`src/rtl/onehot_req_arbiter.sv`:
```
// ----------------------------------------------------------------------------
// onehot_req_arbiter
//
// Front-end for the 8-to-3 encoder stage. Pulsed requests on eight lines are
// captured into sticky pending flags. One pending line at a time is granted
// as a one-hot vector. The grant is held under a valid/ready handshake until
// the consumer takes it.
//
// Ports
//   clk          in   rising-edge clock
//   rst_n        in   asynchronous active-low reset
//   req_in       in   [0:7] request pulses, bit i sets pending line i
//   clr_all      in   synchronous flush; wins over every other event
//   grant        out  [0:7] one-hot winner, grant[i] maps to encoder code i
//   grant_valid  out  grant holds a valid one-hot value
//   grant_ready  in   consumer accepts the grant this cycle
//   pending      out  [0:7] registered sticky request flags
//   overflow     out  sticky: a request hit a line that was already pending
//
// Build option
//   ARB_FIXED_PRIO_EN  defined   -> fixed priority, lowest index wins,
//                                   no round-robin pointer
//                      undefined -> round-robin starting at ptr (default)
//
// Only N_REQ = 8 is supported. The 3-bit pointer and the encoder both
// assume eight lines.
// ----------------------------------------------------------------------------
module onehot_req_arbiter #(
   parameter int N_REQ = 8
) (
   input  logic             clk,
   input  logic             rst_n,
   input  logic [0:N_REQ-1] req_in,
   input  logic             clr_all,
   output logic [0:N_REQ-1] grant,
   output logic             grant_valid,
   input  logic             grant_ready,
   output logic [0:N_REQ-1] pending,
   output logic             overflow
);

   typedef enum logic {
      S_IDLE  = 1'b0,
      S_GRANT = 1'b1
   } state_t;

   state_t           state_p0, state_nxt;
   logic [0:N_REQ-1] grant_p0, grant_nxt;
   logic [0:N_REQ-1] pending_p0, pending_nxt;
   logic             ovf_p0, ovf_nxt;
   logic [0:N_REQ-1] winner;
   logic [0:N_REQ-1] clear_mask;
   logic             accept;

`ifndef ARB_FIXED_PRIO_EN
   logic [2:0]       ptr_p0, ptr_nxt;
`endif

   // Index of the set bit in a one-hot vector. The result is only meaningful
   // when exactly one bit is set. Callers only use it on a held grant.
   function automatic logic [2:0] onehot_to_idx(input logic [0:7] oh);
      logic [2:0] idx;
      idx = 3'd0;
      for (int i = 0; i < 8; i++) begin
         if (oh[i]) idx = 3'(i);
      end
      return idx;
   endfunction

`ifndef ARB_FIXED_PRIO_EN
   // First set bit scanning ptr, ptr+1, ... 7, 0, ... ptr-1. The 3-bit index
   // sum wraps naturally at 8.
   function automatic logic [0:7] pick_rr(input logic [0:7] pend,
                                          input logic [2:0] start);
      logic [0:7] w;
      logic       found;
      logic [2:0] idx;
      w     = '0;
      found = 1'b0;
      for (int i = 0; i < 8; i++) begin
         idx = start + 3'(i);
         if (!found && pend[idx]) begin
            w[idx] = 1'b1;
            found  = 1'b1;
         end
      end
      return w;
   endfunction
`else
   // Lowest index wins; line 0 has the highest priority.
   function automatic logic [0:7] pick_fixed(input logic [0:7] pend);
      logic [0:7] w;
      logic       found;
      w     = '0;
      found = 1'b0;
      for (int i = 0; i < 8; i++) begin
         if (!found && pend[i]) begin
            w[i]  = 1'b1;
            found = 1'b1;
         end
      end
      return w;
   endfunction
`endif

`ifndef ARB_FIXED_PRIO_EN
   assign winner = pick_rr(pending_p0, ptr_p0);
`else
   assign winner = pick_fixed(pending_p0);
`endif

   // --- next-state / datapath decode ---------------------------------------
   always_comb begin
      accept      = (state_p0 == S_GRANT) && grant_ready;
      clear_mask  = accept ? grant_p0 : '0;

      state_nxt   = state_p0;
      grant_nxt   = grant_p0;
      // Set wins over clear: the accepted line stays pending if it is
      // re-requested in the same cycle, and that is not an overflow.
      pending_nxt = (pending_p0 & ~clear_mask) | req_in;
      ovf_nxt     = ovf_p0 | (|(req_in & pending_p0 & ~clear_mask));
`ifndef ARB_FIXED_PRIO_EN
      ptr_nxt     = ptr_p0;
`endif

      if (clr_all) begin
         // The flush discards same-cycle requests and drops any accept.
         state_nxt   = S_IDLE;
         grant_nxt   = '0;
         pending_nxt = '0;
         ovf_nxt     = 1'b0;
`ifndef ARB_FIXED_PRIO_EN
         ptr_nxt     = 3'd0;
`endif
      end else begin
         case (state_p0)
            S_IDLE: begin
               // Selection uses the registered flags, so a request needs
               // one cycle to become pending and a second one to be granted.
               if (|pending_p0) begin
                  grant_nxt = winner;
                  state_nxt = S_GRANT;
               end
            end
            S_GRANT: begin
               // The grant is frozen until it is accepted.
               if (grant_ready) begin
                  grant_nxt = '0;
                  state_nxt = S_IDLE;
`ifndef ARB_FIXED_PRIO_EN
                  ptr_nxt   = onehot_to_idx(grant_p0) + 3'd1;
`endif
               end
            end
            default: begin
               state_nxt = S_IDLE;
               grant_nxt = '0;
            end
         endcase
      end
   end

   // --- state registers ----------------------------------------------------
   always_ff @(posedge clk or negedge rst_n) begin
      if (!rst_n) begin
         state_p0   <= S_IDLE;
         grant_p0   <= '0;
         pending_p0 <= '0;
         ovf_p0     <= 1'b0;
`ifndef ARB_FIXED_PRIO_EN
         ptr_p0     <= 3'd0;
`endif
      end else begin
         state_p0   <= state_nxt;
         grant_p0   <= grant_nxt;
         pending_p0 <= pending_nxt;
         ovf_p0     <= ovf_nxt;
`ifndef ARB_FIXED_PRIO_EN
         ptr_p0     <= ptr_nxt;
`endif
      end
   end

   assign grant       = grant_p0;
   assign grant_valid = (state_p0 == S_GRANT);
   assign pending     = pending_p0;
   assign overflow    = ovf_p0;

   // The encoder relies on grant never being multi-hot.
   a_grant_onehot0 : assert property (@(posedge clk) disable iff (!rst_n)
      $onehot0(grant));

   // A valid grant cannot be accepted as empty.
   a_valid_nonzero : assert property (@(posedge clk) disable iff (!rst_n)
      grant_valid |-> (grant != '0));

   // A grant that is not accepted and not flushed holds its value.
   a_grant_hold : assert property (@(posedge clk) disable iff (!rst_n)
      (grant_valid && !grant_ready && !clr_all) |=> $stable(grant));

endmodule

```
`config.mk`:
```
export PLATFORM = sky130hd
export DESIGN_NAME = onehot_req_arbiter
export DESIGN_NICKNAME = d
export VERILOG_FILES = /design/src/rtl/onehot_req_arbiter.sv
export SDC_FILE = /design/constraint.sdc
export NUM_CORES = 1
export LEC_CHECK = 0
export CORE_MARGIN = 4
export CORE_UTILIZATION = 55
export DETAILED_ROUTE_END_ITERATION = 7
export DONT_BUFFER_PORTS = 1
export MAX_ROUTING_LAYER = met4
export PLACE_DENSITY = 0.81
export SYNTH_ARGS = -nofsm -noshare
export SYNTH_HDL_FRONTEND = slang
export SYNTH_SLANG_ARGS = --single-unit
```
`constraint.sdc`:
```
create_clock -name clk -period 4.11 [get_ports clk]
set_clock_uncertainty 0.1 [all_clocks]
set_input_delay 0.2055 -clock clk [delete_from_list [all_inputs] [get_ports clk]]
set_output_delay 0.2055 -clock clk [all_outputs]
set_load 0.05 [all_outputs]
```
==> results.sh, run 1 <==
export IMPL_vias=2612
export IMPL_yosysMostFrequentCell="nand2_1"
export IMPL_wire_per_inst_um=24.2
export IMPL_hold_viol_final=0
export IMPL_whs_ps=65.0
export IMPL_synth_top_cells_by_count="nand2_1 (32), nand3_1 (31), a21oi_1 (22)"
export IMPL_leakage_nw=0.900
export IMPL_rsz0062_at_grt="false"
export IMPL_cp_endpoint="grant[2]$_DFFE_PN0P_"
export IMPL_finalPower_mw=0.770
export IMPL_yosys_cell_types_count=56
export IMPL_core_um2=4120
export IMPL_grt_max_degree=31
export IMPL_relSlewSlack=0.365
export IMPL_cts_root_buf="clkbuf_8"
export IMPL_cts_buffers_inserted=3
export IMPL_drc_errors=0
export IMPL_ys_seq_elements=21
export IMPL_reg2reg_from="ptr_p0[2]$_DFFE_PN0P_"
export IMPL_drive_gt1_frac=0.108
export IMPL_period_needed_ps=3710
export IMPL_avgViaCountPerCell=7.73
export IMPL_die_h_um=74.2
export IMPL_dpl_hpwl_um=5710
export IMPL_clock_sinks=21
export IMPL_regToRegSetupSlack_ps=400
export IMPL_crit_start="ptr_p0[2]$_DFFE_PN0P_"
export IMPL_design_area_um2=2560
export IMPL_dp_slack_ps=485
export IMPL_gp_congestion=1.06
export IMPL_cts_max_path_buffers=2
export IMPL_die_w_um=74.2
export IMPL_yosysSeqAreaShare=0.218
export IMPL_rows=23
export IMPL_start_util=0.585
export IMPL_finalMaxSlewViolations=0
export IMPL_area_delta_synth_final_pct=6.18
export IMPL_hold_path_cell_count=2
export IMPL_yosys_top_cells_area="dfrtp_1 (22%), nand3_1 (6.4%), mux4_2 (5.6%), mux2i_1 (5.4%), nand2_1 (5.0%)"
export IMPL_max_freq_mhz=269
export IMPL_cts_setup_buffers=0
export IMPL_clk_pin_slew_ps=80
export IMPL_fin_tns_setup_ps=0
export IMPL_period_share=0.904
export IMPL_async_reset_ff_frac=1.00
export IMPL_synth_edf_count=0
export IMPL_htree_levels=1
export IMPL_dieArea_um2=5500
export IMPL_placed_cell_area_um2=2410
export IMPL_rr_worst_depth=7
export IMPL_cp_arrival_ps=3820
export IMPL_critPathRequiredTime_ps=4220
export IMPL_syn_area_um2=2410
export IMPL_dr_pass1_iters=6
export IMPL_antenna_found_initial=0
export IMPL_grt_pass1_vias=2483
export IMPL_post_synth_top_area_fraction=0.218
export IMPL_power_density_nw_per_um2=301
export IMPL_insertion_delay_ps=260
export IMPL_drv_cap=0
export IMPL_avgSynthCellArea_um2=8.36
export IMPL_gr_usage_all_layers=0.327
export IMPL_yosysWarnings=0
export IMPL_antennaDiodeCount=0
export IMPL_start_kind="register"
export IMPL_hp_class="in -> reg"
export IMPL_final_setup_viol_count=0
export IMPL_critical_path_class="reg -> reg"
export IMPL_grt_pass1_wl_um=13300
export IMPL_cts_tree="built"
export IMPL_nets=308
export IMPL_netlist_instances=288
export IMPL_synth_largest_area_cell="dfrtp_1"
export IMPL_fin_ws_ps=396
export IMPL_routed_wl_um=8190
export IMPL_worst_slew_pin_slew_ps=949
export IMPL_reg2reg_to="grant[2]$_DFFE_PN0P_"
export IMPL_end_kind="register"
export IMPL_outcome="finished clean"
export IMPL_ir_drop_v=0.000246
export IMPL_ant_nets=0
export IMPL_overflow=0
export IMPL_io_pins=30
export IMPL_detail_route_iter0_violations=567
export IMPL_cts_resized=0
export IMPL_cp_max_fo=15
export IMPL_synth_top_flop_cell="dfrtp_1"
export IMPL_io_buffers=0
export IMPL_syn_num_nets=307
## flip-flops by register name (all words and copies together) (netlist names)
name and flops:
pending 8, ptr_p0 3, grant_valid 1, grant 8
overflow 1
## worst max-delay path, stage by stage, from the launching register on
cell	delay, ps
dfrtp_1	740
inv_1	190
ha_1	450
mux4_2	540
mux2_2	380
a2111oi_2	540
nor3b_1	480
o32a_1	230
## layout make-up
cell class | count | area, um2
Clock buffer | 3 | 41.3
Clock inverter | 1 | 5.00
Fill cell | 345 | 1560
Inverter | 9 | 33.8
Multi-Input combinational cell | 234 | 1710
Sequential cell | 21 | 526
Tap cell | 50 | 62.6
Timing Repair Buffer | 20 | 175
## cell families (layout without fill, tap and decap cells)
kind of cell / after synthesis / in the layout / synth area share
multiplexers: 26 / 26 / 0.162
AO/OA/AOI/OAI: 80 / 80 / 0.256
adder cells (fa/ha/maj): 7 / 7 / 0.0364
XOR/XNOR: 5 / 5 / 0.0213
buffers and inverters: 33 / 33 / 0.0702
AND/OR/NAND/NOR: 116 / 116 / 0.236
flip-flops: 21 / 21 / 0.218
## where the power goes
group          leakage (nW)  internal [mW]  total, mW  switching [mW]
Sequential            0.276          0.219      0.289          0.0703
Clock                0.0255         0.0677      0.141          0.0730
Combinational         0.598          0.128      0.340           0.212
## repair_timing
| item | CTS | global route |
|---|---|---|
| hold buffers | 10 | 0 |
| hold endpoints to repair | 34 | 0 |
| setup endpoints to repair | 0 | 0 |
## worst min-delay path by stage
stage	startpoint	to	slack [ps]
4_1_cts	req_in[3]	overflow$_DFF_PN0_	60
6_report	req_in[3]	overflow$_DFF_PN0_	60
3_5_place_dp	rst_n	grant[3]$_DFFE_PN0P_	-190
3_3_place_gp	rst_n	grant[3]$_DFFE_PN0P_	-190
2_1_floorplan	rst_n	grant[0]$_DFFE_PN0P_	-190
5_1_grt	req_in[3]	overflow$_DFF_PN0_	70
## cell usage in the layout (no fill, tap or decap), types with 3 or more instances in the layout
cell type,synthesis,routed
nand2_1,32,32
nand3_1,31,31
a21oi_1,22,22
dfrtp_1,21,21
nor2_1,18,18
mux2i_1,13,13
dlygate4sd3_1,0,10
buf_4,2,10
inv_1,8,8
nor2b_1,8,8
ha_1,7,7
and2_1,6,6
mux4_2,6,6
a41oi_1,5,5
a221o_1,5,5
a211oi_1,5,5
o211ai_1,5,5
o21ai_0,4,4
nor4_1,4,4
a311oi_1,4,4
nand4_1,4,4
a31oi_1,4,4
and3_1,4,4
xnor2_1,3,3
a2111oi_0,3,3
a221oi_1,3,3
nor3_1,3,3
clkbuf_8,0,3
## layer usage
layer	vias up	wire length (um)	GRT usage
li1	1114	-	-
met2	248	3570	0.484
met1	1193	3010	0.438
met4	0	425	0.127
met5	-	0	-
met3	57	1180	0.0689
## through the flow
step / utilization / instances
after floorplan: - / 288
after global placement: 0.586 / 324
after detailed placement: 0.586 / 324
after CTS: 0.621 / 338
after global routing: 0.621 / 338
final: 0.621 / 338
(Power assumes the default switching activity.)
==> run 2: changes to the inputs <==
ABC_AREA = 1   (was not set)
==> run 2 against run 1 <==
Largest cell class unchanged. Non-clock buffer count shrank 9. Clock power is 5% lower. Register-to-register slack improved by 500 ps. Core utilization decreased by 0.12 points. First-iteration DRC count decreased by 55%. Combinational power up 98%. Worst setup slack gained 500 ps.
==> results.sh, run 2 <==
export IMPL_synthSimpleGateAreaFrac=0.566
export IMPL_outcome="finished clean"
export IMPL_antennaDiodeCount=0
export IMPL_ant_nets=0
export IMPL_layout_common_cells="nand2_1 (98), nand3_1 (73), nor2_1 (52), inv_1 (37), dfrtp_1 (21)"
export IMPL_rsz0062_at_grt="false"
export IMPL_fin_tns_setup_ps=0
export IMPL_post_synth_top_area_fraction=0.242
export IMPL_nets=389
export IMPL_wire_per_inst_um=14.5
export IMPL_critical_path_class="reg -> reg"
export IMPL_area_delta_synth_final_pct=6.73
export IMPL_overflow=0
export IMPL_synth_edf_count=0
export IMPL_power_density_nw_per_um2=509
export IMPL_drive_gt1_frac=0.0461
export IMPL_core_um2=3740
export IMPL_switching_share=0.574
export IMPL_synth_top_flop_cell="dfrtp_1"
export IMPL_yosys_cell_types_count=30
export IMPL_p_switching_mw=0.678
export IMPL_dieArea_um2=5020
export IMPL_yosysWarnings=0
export IMPL_slowest_stage="dfrtp_1"
export IMPL_avgViaCountPerCell=5.85
export IMPL_final_setup_viol_count=0
export IMPL_rows=22
export IMPL_insertion_delay_ps=260
export IMPL_io_pins=30
export IMPL_yosys_top_cells_area="dfrtp_1 (24%), nand2_1 (17%), nand3_1 (17%), nor2_1 (9.0%), inv_1 (6.4%)"
export IMPL_finalMaxSlewViolations=0
export IMPL_seqPwrFrac=0.319
export IMPL_comb_power_share=0.568
export IMPL_cp_arrival_ps=3310
export IMPL_hold_viol_final=0
export IMPL_fill_cells=358
export IMPL_io_buffers=0
export IMPL_cts_buffers_inserted=3
export IMPL_synth_compound_area_share=0.0483
export IMPL_internal_power_mw=0.504
export IMPL_htree_levels=1
export IMPL_max_freq_mhz=311
export IMPL_gp_congestion=1.00
export IMPL_synth_top_family_by_area="simple AND/OR/NAND/NOR gates"
export IMPL_slowest_delay_ps=480
export IMPL_die_w_um=70.9
export IMPL_finalPower_mw=1.18
export IMPL_period_needed_ps=3210
export IMPL_cts_setup_buffers=0
export IMPL_worst_slew_pin_slew_ps=937
export IMPL_cts_max_path_buffers=2
export IMPL_synthXorXnorAreaFrac=0.00403
export IMPL_yosysMostFrequentCell="nand2_1"
export IMPL_ys_seq_elements=21
export IMPL_end_kind="register"
export IMPL_clkPwrFrac=0.113
export IMPL_drc_errors=0
export IMPL_cp_common_cell="nand3_1"
export IMPL_leakage_nw=1.18
export IMPL_crit_chain="inv_1, ha_1, inv_1, nand3_1, nand3_1, o21a_1, nand4_1, nor2_1, nor2_1, nand3_1, nand2_1, nand2_1"
export IMPL_grt_pass1_wl_um=10200
export IMPL_final_common_cell="nand2_1"
export IMPL_clk_pin_slew_ps=80
export IMPL_cp_max_fo=18
export IMPL_yosysSeqAreaShare=0.242
export IMPL_cts_root_buf="clkbuf_8"
export IMPL_design_area_um2=2320
export IMPL_die_h_um=70.9
export IMPL_cts_tree="built"
export IMPL_gr_usage_all_layers=0.255
export IMPL_clock_sinks=21
export IMPL_whs_ps=27.8
export IMPL_ir_drop_v=0.000301
export IMPL_relSlewSlack=0.373
export IMPL_detail_route_iter0_violations=253
export IMPL_async_reset_ff_frac=1.00
export IMPL_synth_mux_area_frac=0
export IMPL_syn_area_um2=2170
export IMPL_start_util=0.581
export IMPL_hp_class="in -> reg"
export IMPL_synth_top_cells_by_count="nand2_1 (98), nand3_1 (73), nor2_1 (52)"
export IMPL_dr_pass1_iters=5
export IMPL_netlist_instances=366
export IMPL_drv_cap=0
export IMPL_placed_cell_area_um2=2170
export IMPL_grt_pass1_vias=2183
export IMPL_syn_num_nets=385
export IMPL_antenna_found_initial=0
export IMPL_period_share=0.782
export IMPL_avgSynthCellArea_um2=5.94
export IMPL_synth_adder_area_share=0.0403
export IMPL_grt_max_degree=23
export IMPL_vias=2438
export IMPL_critPathRequiredTime_ps=4210
export IMPL_start_kind="register"
export IMPL_synth_largest_area_cell="dfrtp_1"
export IMPL_routed_wl_um=6050
export IMPL_dpl_hpwl_um=4520
-- run 2: changes by cell type after synthesis, moves of 9 or more --
| cell | previous run | this run |
|---|---|---|
| a21oi_1 | 22 | 3 |
| nand2_1 | 32 | 98 |
| nand3_1 | 31 | 73 |
| clkbuf_1 | 12 | 3 |
| nor3_1 | 3 | 17 |
| mux2i_1 | 13 | 0 |
| inv_1 | 8 | 37 |
| nor2_1 | 18 | 52 |
-- run 2: what timing repair did --
item,4_1_cts,5_1_grt
endpoints found under the hold margin,30,0
hold buffers,10,0
resized for setup,0,0
-- run 2: critical path, delay by kind of cell (launching register included) --
family                     cells  cell delay [ps]
AOI/OAI and AO/OA              1              430
and+or+nand+nor                8             1130
buffers and inverters          2              540
DFF                            1              480
adders and majority gates      1              470
-- run 2: cell families (layout without fill, tap and decap cells) --
kind of cell / Yosys count / count (layout)
compound gates: 17 / 17
fa+ha+maj: 7 / 7
simple gates: 268 / 268
buf+inv: 52 / 55
xor+xnor: 1 / 1
flops: 21 / 21
-- run 2: cell type report --
class	count	area, um2	area share
inverters	40	150	0.0647
well taps	48	60.1	0.0259
clock buffers	3	41.3	0.0178
multi-input cells	293	1430	0.617
clock inverters	1	5.00	0.00216
repair buffers	11	108	0.0464
flip-flops and latches	21	526	0.226
-- run 2: worst paths after layout --
path	slack (ps)	to	from	cells past startpoint
hold reg to reg	670	ptr_p0[2]$_DFFE_PN0P_	ptr_p0[2]$_DFFE_PN0P_	2
setup / recovery	900	grant[6]$_DFFE_PN0P_	ptr_p0[1]$_DFFE_PN0P_	12
max in group asynchronous	2910	grant[5]$_DFFE_PN0P_	rst_n	1
hold / removal	30	overflow$_DFF_PN0_	req_in[5]	2
min in group asynchronous	430	pending[5]$_DFF_PN0_	rst_n	1
setup reg to reg	900	grant[6]$_DFFE_PN0P_	ptr_p0[1]$_DFFE_PN0P_	12
-- run 2: power by group through the flow --
stage / Clock (mW) / Sequential (mW) / Combinational, mW
after global placement: 0 / 0.380 / 0.638
after detailed placement: 0 / 0.381 / 0.642
final: 0.134 / 0.377 / 0.672
after global routing: 0.147 / 0.382 / 0.755
after CTS: 0.136 / 0.376 / 0.657
after floorplan: 0 / 0.364 / 0.547
-- run 2: metal layers --
metal	share of wire	GRT usage	routed length (um)	up-vias
met4	0.035	0.100	212	0
met1	0.42	0.327	2520	1063
met2	0.46	0.402	2790	139
met3	0.087	0.0412	529	26
li1	-	-	-	1210
met5	0	-	0	-
-- run 2: through the flow --
stage | util | std cells | worst slack [ps]
after floorplan | - | 366 | 1430
after global placement | 0.581 | 403 | 1080
after detailed placement | 0.581 | 403 | 992
after CTS | 0.620 | 417 | 955
after global routing | 0.620 | 417 | 565
final | 0.620 | 417 | 895
==> run 3: changes to the inputs <==
ABC_AREA = 0   (was 1)
clock period = 3 ns   (was 4.11 ns; I/O delays follow)
==> run 3 against run 2 <==
Count of clock-buffer cells in the layout did not move. Die area rose by 9.5%. Via count rose by 12%. Worst setup slack got worse by 860 ps. Combinational power fell by 16%. Critical endpoint is now grant[3]$_DFFE_PN0P_. First-iteration DRC count rose by 79%. Sequential share of layout area fell by 3.9 points. Sequential power fell by 2%. Core utilization rose by 6.3 points. Maximum frequency rose by 8.6%. Critical path type unchanged. Total power fell by 5.0%. Hold slack got worse by 7.2 ps.
==> results.sh, run 3 (synthesized netlist as in run 1, its figures left out) <==
export IMPL_outcome="finished clean"
export IMPL_leakage_nw=1.02
export IMPL_drive_gt1_frac=0.208
export IMPL_antennaDiodeCount=0
export IMPL_detail_route_iter0_violations=453
export IMPL_insertion_delay_ps=260
export IMPL_io_buffers=0
export IMPL_core_um2=4120
export IMPL_design_area_um2=2810
export IMPL_drv_cap=0
export IMPL_dieArea_um2=5500
export IMPL_dr_pass1_iters=5
export IMPL_ir_drop_v=0.000380
export IMPL_start_util=0.585
export IMPL_finalMaxSlewViolations=0
export IMPL_critPathRequiredTime_ps=3100
export IMPL_die_w_um=74.2
export IMPL_clk_pin_slew_ps=80
export IMPL_die_h_um=74.2
export IMPL_ant_nets=0
export IMPL_rows=23
export IMPL_period_needed_ps=2960
export IMPL_end_kind="register"
export IMPL_antenna_found_initial=0
export IMPL_power_density_nw_per_um2=400
export IMPL_nets=333
export IMPL_crit_buf_inv=3
export IMPL_area_delta_synth_final_pct=16.7
export IMPL_cp_common_cell="buf_4"
export IMPL_layout_area_seq_um2=526
export IMPL_io_pins=30
export IMPL_layout_common_cells="buf_4 (34), nand2_1 (32), nand3_1 (31), a21oi_1 (22), dfrtp_1 (21)"
export IMPL_final_common_cell="buf_4"
export IMPL_hp_class="in -> reg"
export IMPL_clock_sinks=21
export IMPL_fill_cells=338
export IMPL_relSlewSlack=0.319
export IMPL_hold_viol_final=0
export IMPL_cts_root_buf="clkbuf_8"
export IMPL_wire_per_inst_um=23.2
export IMPL_drc_errors=0
export IMPL_dpl_hpwl_um=6030
export IMPL_multi_input_area_um2=1780
export IMPL_slowest_delay_ps=450
export IMPL_grt_max_degree=31
export IMPL_cp_arrival_ps=3060
export IMPL_cts_buffers_inserted=3
export IMPL_routed_wl_um=8410
export IMPL_period_share=0.987
export IMPL_placed_cell_area_um2=2590
export IMPL_htree_levels=1
export IMPL_grt_pass1_vias=2674
export IMPL_finalPower_mw=1.12
export IMPL_path_delay_family="compound AO/OA/AOI/OAI gates"
export IMPL_gr_usage_all_layers=0.330
export IMPL_worst_slew_pin_slew_ps=1010
export IMPL_rsz0062_at_grt="false"
export IMPL_cts_max_path_buffers=2
export IMPL_avgViaCountPerCell=7.52
export IMPL_cp_max_fo=6
export IMPL_overflow=0
export IMPL_max_freq_mhz=338
export IMPL_cts_tree="built"
export IMPL_vias=2728
export IMPL_critical_path_class="reg -> reg"
export IMPL_crit_chain="inv_1, ha_4, mux2i_1, nand3_1, a41o_2, buf_4, a2111oi_1, buf_4, a221o_1, o31a_1"
export IMPL_gp_congestion=0.990
export IMPL_final_setup_viol_count=0
export IMPL_slowest_stage="a2111oi_1"
export IMPL_start_kind="register"
export IMPL_grt_pass1_wl_um=13600
run 3: cell types whose count changed in the layout (fill, tap and decap cells not counted), sizes merged, moves of 14 or more:
cell / change
nand2: -70
nand3: -44
nor2: -36
buf: +34
inv: -31
a21oi: +19
mux2i: +16
nor3: -14
run 3: layout make-up:
| class | instances | share of cell area |
|---|---|---|
| multi-input cells | 234 | 0.632 |
| clock buffers | 3 | 0.0147 |
| well taps | 50 | 0.0223 |
| repair buffers | 45 | 0.130 |
| clock inverters | 1 | 0.00178 |
| inverters | 9 | 0.0120 |
| flip-flops and latches | 21 | 0.187 |
run 3: worst paths after layout:
path	from	end	slack, ps	depth (start not counted)
setup / recovery	ptr_p0[1]$_DFFE_PN0P_	grant[3]$_DFFE_PN0P_	40	10
hold / removal	req_in[3]	overflow$_DFF_PN0_	20	2
min in group asynchronous	rst_n	grant[0]$_DFFE_PN0P_	380	1
hold reg to reg	ptr_p0[1]$_DFFE_PN0P_	ptr_p0[1]$_DFFE_PN0P_	680	3
setup reg to reg	ptr_p0[1]$_DFFE_PN0P_	grant[3]$_DFFE_PN0P_	40	10
max in group asynchronous	rst_n	pending[3]$_DFF_PN0_	1830	1
run 3: power by group:
| part | internal [mW] | switching (mW) | total (mW) |
|---|---|---|---|
| Clock | 0.0926 | 0.0946 | 0.187 |
| Sequential | 0.300 | 0.0710 | 0.371 |
| Combinational | 0.225 | 0.339 | 0.564 |
run 3: through the flow:
stage	instances	setup slack [ps]	util	TNS, ps	hold WS, ps
2_1_floorplan	288	26.1	-	0	-246
3_3_place_gp	348	22.1	0.629	0	-245
3_5_place_dp	348	-49.2	0.629	-79.6	-245
4_1_cts	362	19.8	0.669	0	8.15
5_1_grt	363	0.878	0.683	0	24.3
6_report	363	38.6	0.683	0	20.6
run 3: routing by layer:
| layer | GRT usage | vias to the layer above | part of all wire |
|---|---|---|---|
| met3 | 0.0703 | 45 | 0.13 |
| met2 | 0.510 | 248 | 0.45 |
| met1 | 0.415 | 1276 | 0.38 |
| met4 | 0.147 | 0 | 0.046 |
| li1 | - | 1159 | - |
| met5 | - | - | 0 |
run 3: what timing repair did:
action	CTS	global route
gates resized for setup	3	10
buffers inserted	0	1
hold buffers	10	0
endpoints found under the setup margin	2	8
endpoints found under the hold margin	34	0
cloned	0	0
run 3: worst register-to-register path: stages, from the launching register on:
cell	delay, ps
dfrtp_1	350
inv_1	100
ha_4	330
mux2i_1	400
nand3_1	180
a41o_2	340
buf_4	180
a2111oi_1	450
buf_4	190
a221o_1	130
o31a_1	150
